===== src/rtl/xphy_pkg.sv =====
// rtl/xphy_pkg.sv - shared PHY sequencer state encodings and width helpers
package xphy_pkg;

  localparam logic [2:0] ST_WAIT_QPLL = 3'd0;
  localparam logic [2:0] ST_MMCM_RST  = 3'd1;
  localparam logic [2:0] ST_WAIT_MMCM = 3'd2;
  localparam logic [2:0] ST_GT_RST    = 3'd3;
  localparam logic [2:0] ST_WAIT_DONE = 3'd4;
  localparam logic [2:0] ST_RUN       = 3'd5;
  localparam logic [2:0] ST_FAIL      = 3'd6;

  // Number of bits needed to index 'value' items; never less than 1.
  function automatic int unsigned xphy_clog2(input int unsigned value);
    int unsigned v;
    int unsigned r;
    v = (value > 1) ? value - 1 : 0;
    r = 0;
    while (v > 0) begin
      r = r + 1;
      v = v >> 1;
    end
    return (r == 0) ? 1 : r;
  endfunction

  // Largest of three cycle counts, used to size the shared state counter.
  function automatic int unsigned xphy_max3(input int unsigned a,
                                            input int unsigned b,
                                            input int unsigned c);
    int unsigned m;
    m = (a > b) ? a : b;
    return (m > c) ? m : c;
  endfunction

endpackage


===== src/rtl/xphy_sync.sv =====
// rtl/xphy_sync.sv - multi-bit multi-stage flop synchroniser for async status inputs
module xphy_sync #(
  parameter int C_WIDTH  = 1,
  parameter int C_STAGES = 2
) (
  input  logic               clk,
  input  logic               rst_n,
  input  logic [C_WIDTH-1:0] d_i,
  output logic [C_WIDTH-1:0] q_o
);

  logic [C_WIDTH-1:0] stage_q [C_STAGES];

  // Shift each bit through the flop chain; reset to 0 so nothing looks locked.
  always_ff @(posedge clk or negedge rst_n) begin
    if (!rst_n) begin
      for (int i = 0; i < C_STAGES; i++) begin
        stage_q[i] <= '0;
      end
    end else begin
      stage_q[0] <= d_i;
      for (int i = 1; i < C_STAGES; i++) begin
        stage_q[i] <= stage_q[i-1];
      end
    end
  end

  assign q_o = stage_q[C_STAGES-1];

endmodule


===== src/rtl/xphy_clk_reset_seq.sv =====
// rtl/xphy_clk_reset_seq.sv - QPLL/MMCM/GT reset sequencer with timeout retry and lock-loss recovery
module xphy_clk_reset_seq
  import xphy_pkg::*;
#(
  parameter int C_CHANNELS        = 1,
  parameter int C_SYNC_STAGES     = 2,
  parameter int C_MMCM_RST_CYCLES = 16,
  parameter int C_GT_RST_CYCLES   = 32,
  parameter int C_LOCK_TIMEOUT    = 65536,
  parameter int C_MAX_RETRY       = 3
) (
  input  logic                                    clk,
  input  logic                                    rst_n,
  input  logic                                    qplllock_i,
  input  logic                                    mmcm_locked_i,
  input  logic [C_CHANNELS-1:0]                   resetdone_i,
  output logic                                    mmcm_rst_o,
  output logic [C_CHANNELS-1:0]                   gt_rst_o,
  output logic [C_CHANNELS-1:0]                   core_rst_n_o,
  output logic                                    ready_o,
  output logic                                    fail_o,
  output logic [xphy_clog2(C_MAX_RETRY+1)-1:0]    retry_cnt_o,
  output logic [2:0]                              state_o
);

  localparam int CNT_W = xphy_clog2(xphy_max3(C_MMCM_RST_CYCLES, C_GT_RST_CYCLES,
                                              C_LOCK_TIMEOUT) + 1);
  localparam int RTY_W = xphy_clog2(C_MAX_RETRY + 1);
  localparam int SYN_W = C_CHANNELS + 2;

  localparam logic [CNT_W-1:0] MMCM_LAST    = CNT_W'(C_MMCM_RST_CYCLES - 1);
  localparam logic [CNT_W-1:0] GT_LAST      = CNT_W'(C_GT_RST_CYCLES - 1);
  localparam logic [CNT_W-1:0] TIMEOUT_LAST = CNT_W'(C_LOCK_TIMEOUT - 1);
  localparam logic [RTY_W-1:0] RETRY_LAST   = RTY_W'(C_MAX_RETRY - 1);
  localparam logic [RTY_W-1:0] RETRY_MAX    = RTY_W'(C_MAX_RETRY);

  logic [SYN_W-1:0]      sync_q;
  logic                  qpll_s;
  logic                  mmcm_s;
  logic [C_CHANNELS-1:0] done_s;

  logic [2:0]            state_q;
  logic [2:0]            state_d;
  logic [2:0]            adv_state;
  logic [CNT_W-1:0]      cnt_q;
  logic [CNT_W-1:0]      cnt_d;
  logic [RTY_W-1:0]      retry_q;
  logic [RTY_W-1:0]      retry_d;
  logic                  timeout;
  logic                  qpll_loss;
  logic                  mmcm_loss;
  logic                  counting;

  xphy_sync #(
    .C_WIDTH  (SYN_W),
    .C_STAGES (C_SYNC_STAGES)
  ) u_sync (
    .clk   (clk),
    .rst_n (rst_n),
    .d_i   ({resetdone_i, mmcm_locked_i, qplllock_i}),
    .q_o   (sync_q)
  );

  assign qpll_s = sync_q[0];
  assign mmcm_s = sync_q[1];
  assign done_s = sync_q[SYN_W-1:2];

  assign qpll_loss = !qpll_s && (state_q != ST_WAIT_QPLL) && (state_q != ST_FAIL);
  assign mmcm_loss = !mmcm_s && ((state_q == ST_GT_RST) || (state_q == ST_WAIT_DONE) ||
                                 (state_q == ST_RUN));

  // Normal forward progress and timeout detection for the current state.
  always_comb begin
    adv_state = state_q;
    timeout   = 1'b0;
    case (state_q)
      ST_WAIT_QPLL: begin
        if (qpll_s) adv_state = ST_MMCM_RST;
      end
      ST_MMCM_RST: begin
        if (cnt_q == MMCM_LAST) adv_state = ST_WAIT_MMCM;
      end
      ST_WAIT_MMCM: begin
        if (mmcm_s) adv_state = ST_GT_RST;
        else if (cnt_q == TIMEOUT_LAST) timeout = 1'b1;
      end
      ST_GT_RST: begin
        if (cnt_q == GT_LAST) adv_state = ST_WAIT_DONE;
      end
      ST_WAIT_DONE: begin
        if (&done_s) adv_state = ST_RUN;
        else if (cnt_q == TIMEOUT_LAST) timeout = 1'b1;
      end
      ST_RUN:  adv_state = ST_RUN;
      ST_FAIL: adv_state = ST_FAIL;
      default: adv_state = ST_WAIT_QPLL;
    endcase
  end

  // Resolve lock loss, timeout retry and advance in priority order.
  always_comb begin
    state_d = adv_state;
    retry_d = retry_q;
    if (qpll_loss) begin
      state_d = ST_WAIT_QPLL;
    end else if (mmcm_loss) begin
      state_d = ST_MMCM_RST;
    end else if (timeout) begin
      if (retry_q == RETRY_LAST) begin
        state_d = ST_FAIL;
        retry_d = RETRY_MAX;
      end else begin
        state_d = ST_WAIT_QPLL;
        retry_d = retry_q + RTY_W'(1);
      end
    end else if (adv_state == ST_RUN) begin
      retry_d = '0;
    end
  end

  // State cycle counter: cleared on every state change, runs only in timed states.
  always_comb begin
    counting = (state_q == ST_MMCM_RST) || (state_q == ST_WAIT_MMCM) ||
               (state_q == ST_GT_RST)   || (state_q == ST_WAIT_DONE);
    if (state_d != state_q) cnt_d = '0;
    else if (counting)      cnt_d = cnt_q + CNT_W'(1);
    else                    cnt_d = '0;
  end

  // Register state and derive every output from the next state so they switch together.
  always_ff @(posedge clk or negedge rst_n) begin
    if (!rst_n) begin
      state_q      <= ST_WAIT_QPLL;
      cnt_q        <= '0;
      retry_q      <= '0;
      mmcm_rst_o   <= 1'b1;
      gt_rst_o     <= '1;
      core_rst_n_o <= '0;
      ready_o      <= 1'b0;
      fail_o       <= 1'b0;
    end else begin
      state_q      <= state_d;
      cnt_q        <= cnt_d;
      retry_q      <= retry_d;
      mmcm_rst_o   <= (state_d == ST_WAIT_QPLL) || (state_d == ST_MMCM_RST) ||
                      (state_d == ST_FAIL);
      gt_rst_o     <= ((state_d == ST_WAIT_DONE) || (state_d == ST_RUN)) ? '0 : '1;
      core_rst_n_o <= (state_d == ST_RUN) ? done_s : '0;
      ready_o      <= (state_d == ST_RUN) && (&done_s);
      fail_o       <= (state_d == ST_FAIL);
    end
  end

  assign state_o     = state_q;
  assign retry_cnt_o = retry_q;

endmodule

===== config.mk =====
export PLATFORM = sky130hd
export DESIGN_NAME = xphy_clk_reset_seq
export DESIGN_NICKNAME = d
export VERILOG_FILES = /design/src/rtl/xphy_pkg.sv /design/src/rtl/xphy_sync.sv /design/src/rtl/xphy_clk_reset_seq.sv
export SDC_FILE = /design/constraint.sdc
export NUM_CORES = 1
export LEC_CHECK = 0
export CAP_MARGIN = 15
export CORE_ASPECT_RATIO = 1.25
export CORE_MARGIN = 4
export CORE_UTILIZATION = 67
export CTS_CLUSTER_SIZE = 25
export DETAILED_ROUTE_END_ITERATION = 7
export DONT_BUFFER_PORTS = 1
export GPL_TIMING_DRIVEN = 0
export PLACE_DENSITY = 0.83
export SLEW_MARGIN = 30
export SYNTH_ARGS = -nofsm -noshare
export SYNTH_HDL_FRONTEND = slang
export SYNTH_HIERARCHICAL = 1
export SYNTH_SLANG_ARGS = --single-unit

===== constraint.sdc =====
create_clock -name clk -period 5.13 [get_ports clk]
set_input_delay 1.026 -clock clk [delete_from_list [all_inputs] [get_ports clk]]
set_output_delay 1.026 -clock clk [all_outputs]
set_load 0.03 [all_outputs]

## After elaboration in Yosys (flattened, before gate mapping)

Index checks and enable logic that the tools add are counted.
Widths: inputs -> output; s select.

- Latch bits: 0
- Register bits after elaboration: 33
- Bits of input ports: 5
- RAM bits: 0
- Logic and storage cells: 71
- Memories: 0
- Bits in read-only memories: 0
- Output and inout bits: 10

- Add/subtract/negate cells: 2
- Equality and inequality tests: 17
- Multipliers: 0
- Reduce and logical (&&, ||, !) cells: 19
- Bitwise gates (word level): 2
- $lt $le $gt $ge: 0
- Mux-type cells: 21
- Div/mod/pow operators: 0
- Shift operators: 0

Operators with widths:

| kind | count |
|---|---|
| $mux 17 | 2 |
| $mux 3 | 9 |
| $eq 3x3->1 const B | 7 |
| $pmux 3 s7 | 1 |
| $add 17x1->17 const B | 1 |
| $eq 17x16->1 const B | 1 |
| $eq 17x4->1 const B | 1 |
| $eq 17x5->1 const B | 1 |
| $logic_or 1x1->1 | 8 |
| $eq 3x1->1 const B | 2 |
| $eq 3x2->1 const B | 2 |
| $logic_not 3->1 | 2 |
| $mux 2 | 3 |
| $mux 1 | 5 |
| $logic_and 1x1->1 | 4 |
| $ne 3x3->1 | 1 |
| $ne 3x3->1 const B | 1 |
| $reduce_and 3->1 | 1 |
| $reduce_bool 3->1 | 1 |
| $add 2x1->2 const B | 1 |
| $eq 2x2->1 const B | 1 |
| $logic_not 1->1 | 2 |
| $not 1->1 | 2 |
| $pmux 1 s2 | 1 |
| $reduce_bool 2->1 | 1 |

## Logic depth before layout (Yosys ltp)

- Depth in word-level cells: 10
- Depth in mapped cells: 11
- Gate-level depth less buffers: 10

## Modules after synthesis

Netlist, hierarchy kept.

Modules (own cells, without submodules):

| module | instances | area each (sq um) | seq. area each (sq um) | cells an instance |
|---|---|---|---|---|
| xphy_clk_reset_seq | 1 | 1526.5 | 653.1 | 170 |
| xphy_sync | 1 | 172.7 | 150.1 | 9 |

## Least setup slack after synthesis

Ideal clock, no wire load.

- Path kind: reg2reg
- Start point: register cnt_q[0]
- End point: register cnt_q[14]
- Path slack: 2.669 ns
- Arrival time: 2.343 ns
- Required time: 5.011 ns
- Stages on the path, launching flop included: 12
- Library setup time: 0.119 ns
- Cells stage by stage: dfrtp_1 -> ha_1 -> nand4_1 -> nor4_1 -> ha_1 -> nor2b_1 -> o21a_1 -> a222oi_1 -> o32a_1 -> o211ai_4 -> buf_6 -> nor2_1

- Cells in the longest elaborated chain, start to end: 9

Ends and longest elaborated chain:

| element | RTL line | source |
|---|---|---|
| from (decl) | xphy_clk_reset_seq.sv:45 | `logic [CNT_W-1:0] cnt_q;` |
| from (signal assigned) | xphy_clk_reset_seq.sv:143 | `cnt_q <= cnt_d;` |
| $eq 17x16->1 | xphy_clk_reset_seq.sv:85, xphy_clk_reset_seq.sv:92 |  |
| $mux 1 | xphy_clk_reset_seq.sv:85, xphy_clk_reset_seq.sv:92 |  |
| $mux 1, on equally long branches | xphy_clk_reset_seq.sv:91, xphy_clk_reset_seq.sv:84 |  |
| $pmux 1 s2 | xphy_clk_reset_seq.sv:76 | `case (state_q)` |
| $mux 3 | xphy_clk_reset_seq.sv:108 | `end else if (timeout) begin` |
| $mux 3 | xphy_clk_reset_seq.sv:106 | `end else if (mmcm_loss) begin` |
| $mux 3 | xphy_clk_reset_seq.sv:104 | `if (qpll_loss) begin` |
| $ne 3x3->1 | xphy_clk_reset_seq.sv:125 | `if (state_d != state_q) cnt_d = '0;` |
| $mux 17 * | xphy_clk_reset_seq.sv:125 |  |
| via cnt_d[14] | xphy_clk_reset_seq.sv:46 | `logic [CNT_W-1:0] cnt_d;` |

Mark *: on every way through the listed nets, which the timed path passes. The rest lies on a longest branch.
A chain may end at the register's enable or synchronous reset.

## Worst setup path in the final report

- Start point: register cnt_q[0]
- End point: register cnt_q[10]

Same word-level chain as after synthesis.

==> flow_metrics.py <==
metrics = {
    "floorplan": {
        "io_pins": 15,
        "die_w_um": 53.0,
        "rows": 20,
        "start_util_pct": 70.0,
        "coreArea_mm2": 0.00243,
        "fp.dieArea_mm2": 0.00341,
        "die_h_um": 64.3,
    },
    "critical_path": {
        "end_kind": "register",
        "crit_chain": "ha_1, nand4_1, nor4_1, ha_1, nor2b_1, o21ai_1, o211ai_1, o2bb2ai_1, o211ai_4, buf_6, nor2_1",
        "arrival_ns": 3.12,
        "path_class": "register to register",
        "crit_top_cell": "ha_1",
        "worst-path-max-fanout": 10,
        "cp_slowest_cell": "dfrtp_1",
        "startpoint_type": "register",
        "crit_buf_inv": 1,
        "slowest_delay_ns": 0.41,
        "cpLargestDelayFamily": "compound AO/OA/AOI/OAI gates",
        "required_ns": 5.39,
    },
    "timing": {
        "worst_slew_pin_slew_ns": 0.491,
        "rsz0062_at_grt": "false",
        "maxSlewViolCount": 0,
        "final.setup.tns_ns": 0,
        "finalCritPeriodShare_pct": 55.8,
        "setup_viol": 0,
        "max_freq_mhz": 350,
        "hold_viol": 0,
        "skew_ns": 0.0167,
        "period_needed_ns": 2.86,
        "relSlewSlack_pct": 67.3,
        "fin_ws_ns": 2.27,
    },
    "synthesis": {
        "synthArstFlopShare_pct": 100,
        "synthTopCellsByArea": "dfrtp_1 44%, nor2_1 6.2%, xor2_1 4.1%, nand2_1 3.3%, dfstp_2 3.1%",
        "synth_ff_type": "dfrtp_1",
        "yosysTopAreaCell": "dfrtp_1",
        "syn_nets": 187,
        "syn_area_mm2": 0.00170,
        "syn_area_per_cell_um2": 9.49,
        "ys_ff_latch": 32,
        "synth_edf_count": 0,
        "yosys-top-cells-count": "30 x dfrtp_1, 28 x nor2_1, 15 x nand2_1",
        "yosysSeqAreaShare_pct": 47.3,
        "ys_warn_count": 6,
        "synth_cell_types": 45,
        "synth_cells": 179,
        "synth_top_area_share_pct": 44.2,
        "synth_most_common_cell": "dfrtp_1",
    },
    "routing": {
        "wl_per_cell_um": 15.2,
        "vias_per_cell": 6.09,
        "dr.pass1.iters": 4,
        "ant_nets": 0,
        "drt_wl_total_um": 3340,
        "drc": 0,
        "dr.first_iter.drc_count": 53,
        "vias": 1340,
    },
    "cells_and_area": {
        "area_growth_pct": 7.14,
        "drive_gt1_share_pct": 12.3,
        "n_antenna_cell": 0,
        "num-fill-cells": 183,
        "fin_nets": 194,
    },
    "global_route": {
        "antenna_found_initial": 0,
        "top_usage_layer": "met2",
        "grt_use_met3_pct": 6.29,
        "grt_pass1_vias": 1296,
        "gr-usage-met1_pct": 28.1,
        "grt_max_degree": 33,
        "grt_pass1_wl_um": 5760,
        "met2_usage_pct": 38.5,
        "gr-total-overflow": 0,
        "grt_use_total_pct": 23.1,
    },
    "placed_design": {
        "port_buffers": 0,
        "hpwl_um": 2470,
        "gp_congestion": 0.865,
        "pre_cts_slack_ns": 2.32,
    },
    "cts": {
        "post_cts_resized": 0,
        "path_clk_slew_ns": 0.11,
        "cts_sinks": 32,
        "cts_max_level": 2,
        "cts_setup_buffers": 0,
        "hold_buffers": 0,
        "cts_made_buffers": 5,
        "clk_latency_ns": 0.34,
        "cts_root_buf": "clkbuf_4",
        "cts.path.max_buffers": 2,
        "cts_tree": "built",
    },
    "power_and_ir_drop": {
        "p_leak_nw": 0.792,
        "power.density_mw_per_mm2": 329,
        "peakVddDrop_mv": 0.266,
        "p_total_mw": 0.600,
    },
    "min_path": {
        "hold_class": "primary input to async pin",
    },
    "flow_run": {
        "drv_cap": 0,
    },
    "status": {
        "status": "finished, final reports clean",
    },
}
## logic make-up after synthesis
kind of cell,Yosys count,share of synthesized area (%)
AO/OA/AOI/OAI,31,13.5
XOR/XNOR,13,6.70
adder cells (fa/ha/maj),3,2.21
buffers and inverters,17,5.08
flip-flops,32,47.3
AND/OR/NAND/NOR,83,25.3
## cell type report
| type | instances | area, um2 | area share (%) |
|---|---|---|---|
| buffer | 8 | 52.6 | 2.89 |
| clock buffer | 5 | 37.5 | 2.06 |
| clock inverter | 3 | 42.5 | 2.34 |
| inverter | 9 | 33.8 | 1.86 |
| multi-input combinational | 130 | 810 | 44.5 |
| sequential | 32 | 803 | 44.1 |
| tap | 33 | 41.3 | 2.27 |
## metrics by stage
stage	hold WS (ns)	utilization, %	instance area (um2)	instances
5_1_grt	0.331	75.0	1820	220
2_1_floorplan	0.331	-	1700	179
4_1_cts	0.358	75.0	1820	220
6_report	0.363	75.0	1820	220
3_5_place_dp	0.337	71.7	1740	212
3_3_place_gp	0.335	71.7	1740	212
## report_power, final
| group | leakage (nW) | switching [mW] | internal [mW] |
|---|---|---|---|
| clock network | 0.0412 | 0.0898 | 0.102 |
| logic | 0.328 | 0.0775 | 0.0426 |
| registers | 0.423 | 0.0232 | 0.265 |
## state kept, by name, indices dropped and copies added (netlist names)
register and flops:
u_sync/q_o 3, state_o 3, fail_o 1, core_rst_n_o 1, mmcm_rst_o 1, u_sync/stage_q 3, cnt_q 17, retry_cnt_o 2
gt_rst_o 1
## cells in the final DEF, fill, tap and decap left out, types with 2 or more instances in the layout
cell type	n
a21oi_1	7
and3_1	5
buf_4	4
clkbuf_1	3
clkbuf_4	5
dfrtp_1	30
dfstp_2	2
ha_1	3
inv_1	9
nand2_1	15
nand2b_1	4
nand3_1	10
nand4_1	3
nor2_1	28
nor2b_1	3
nor3b_1	2
nor4_1	2
o21ai_0	8
or4_1	2
or4_4	2
xnor2_1	5
xor2_1	8
## layer usage
metal	vias to the layer above	part of all wire [%]
li1	641	-
met1	658	40
met2	35	55
met3	6	3.8
met4	0	1.5
met5	-	0
## worst paths after layout
| kind | startpoint | to | slack (ns) | cells past startpoint |
|---|---|---|---|---|
| min in group clk | u_sync/stage_q[5] | u_sync/q_o[2] | 0.37 | 0 |
| max in group asynchronous | rst_n | gt_rst_o | 4.59 | 0 |
| max reg2reg | cnt_q[0] | cnt_q[10] | 2.27 | 11 |
| min reg2reg | u_sync/stage_q[5] | u_sync/q_o[2] | 0.37 | 0 |
| max | cnt_q[0] | cnt_q[10] | 2.27 | 11 |
| min | rst_n | cnt_q[1] | 0.36 | 0 |
No activity file was read; power rests on OpenSTA's default activity.
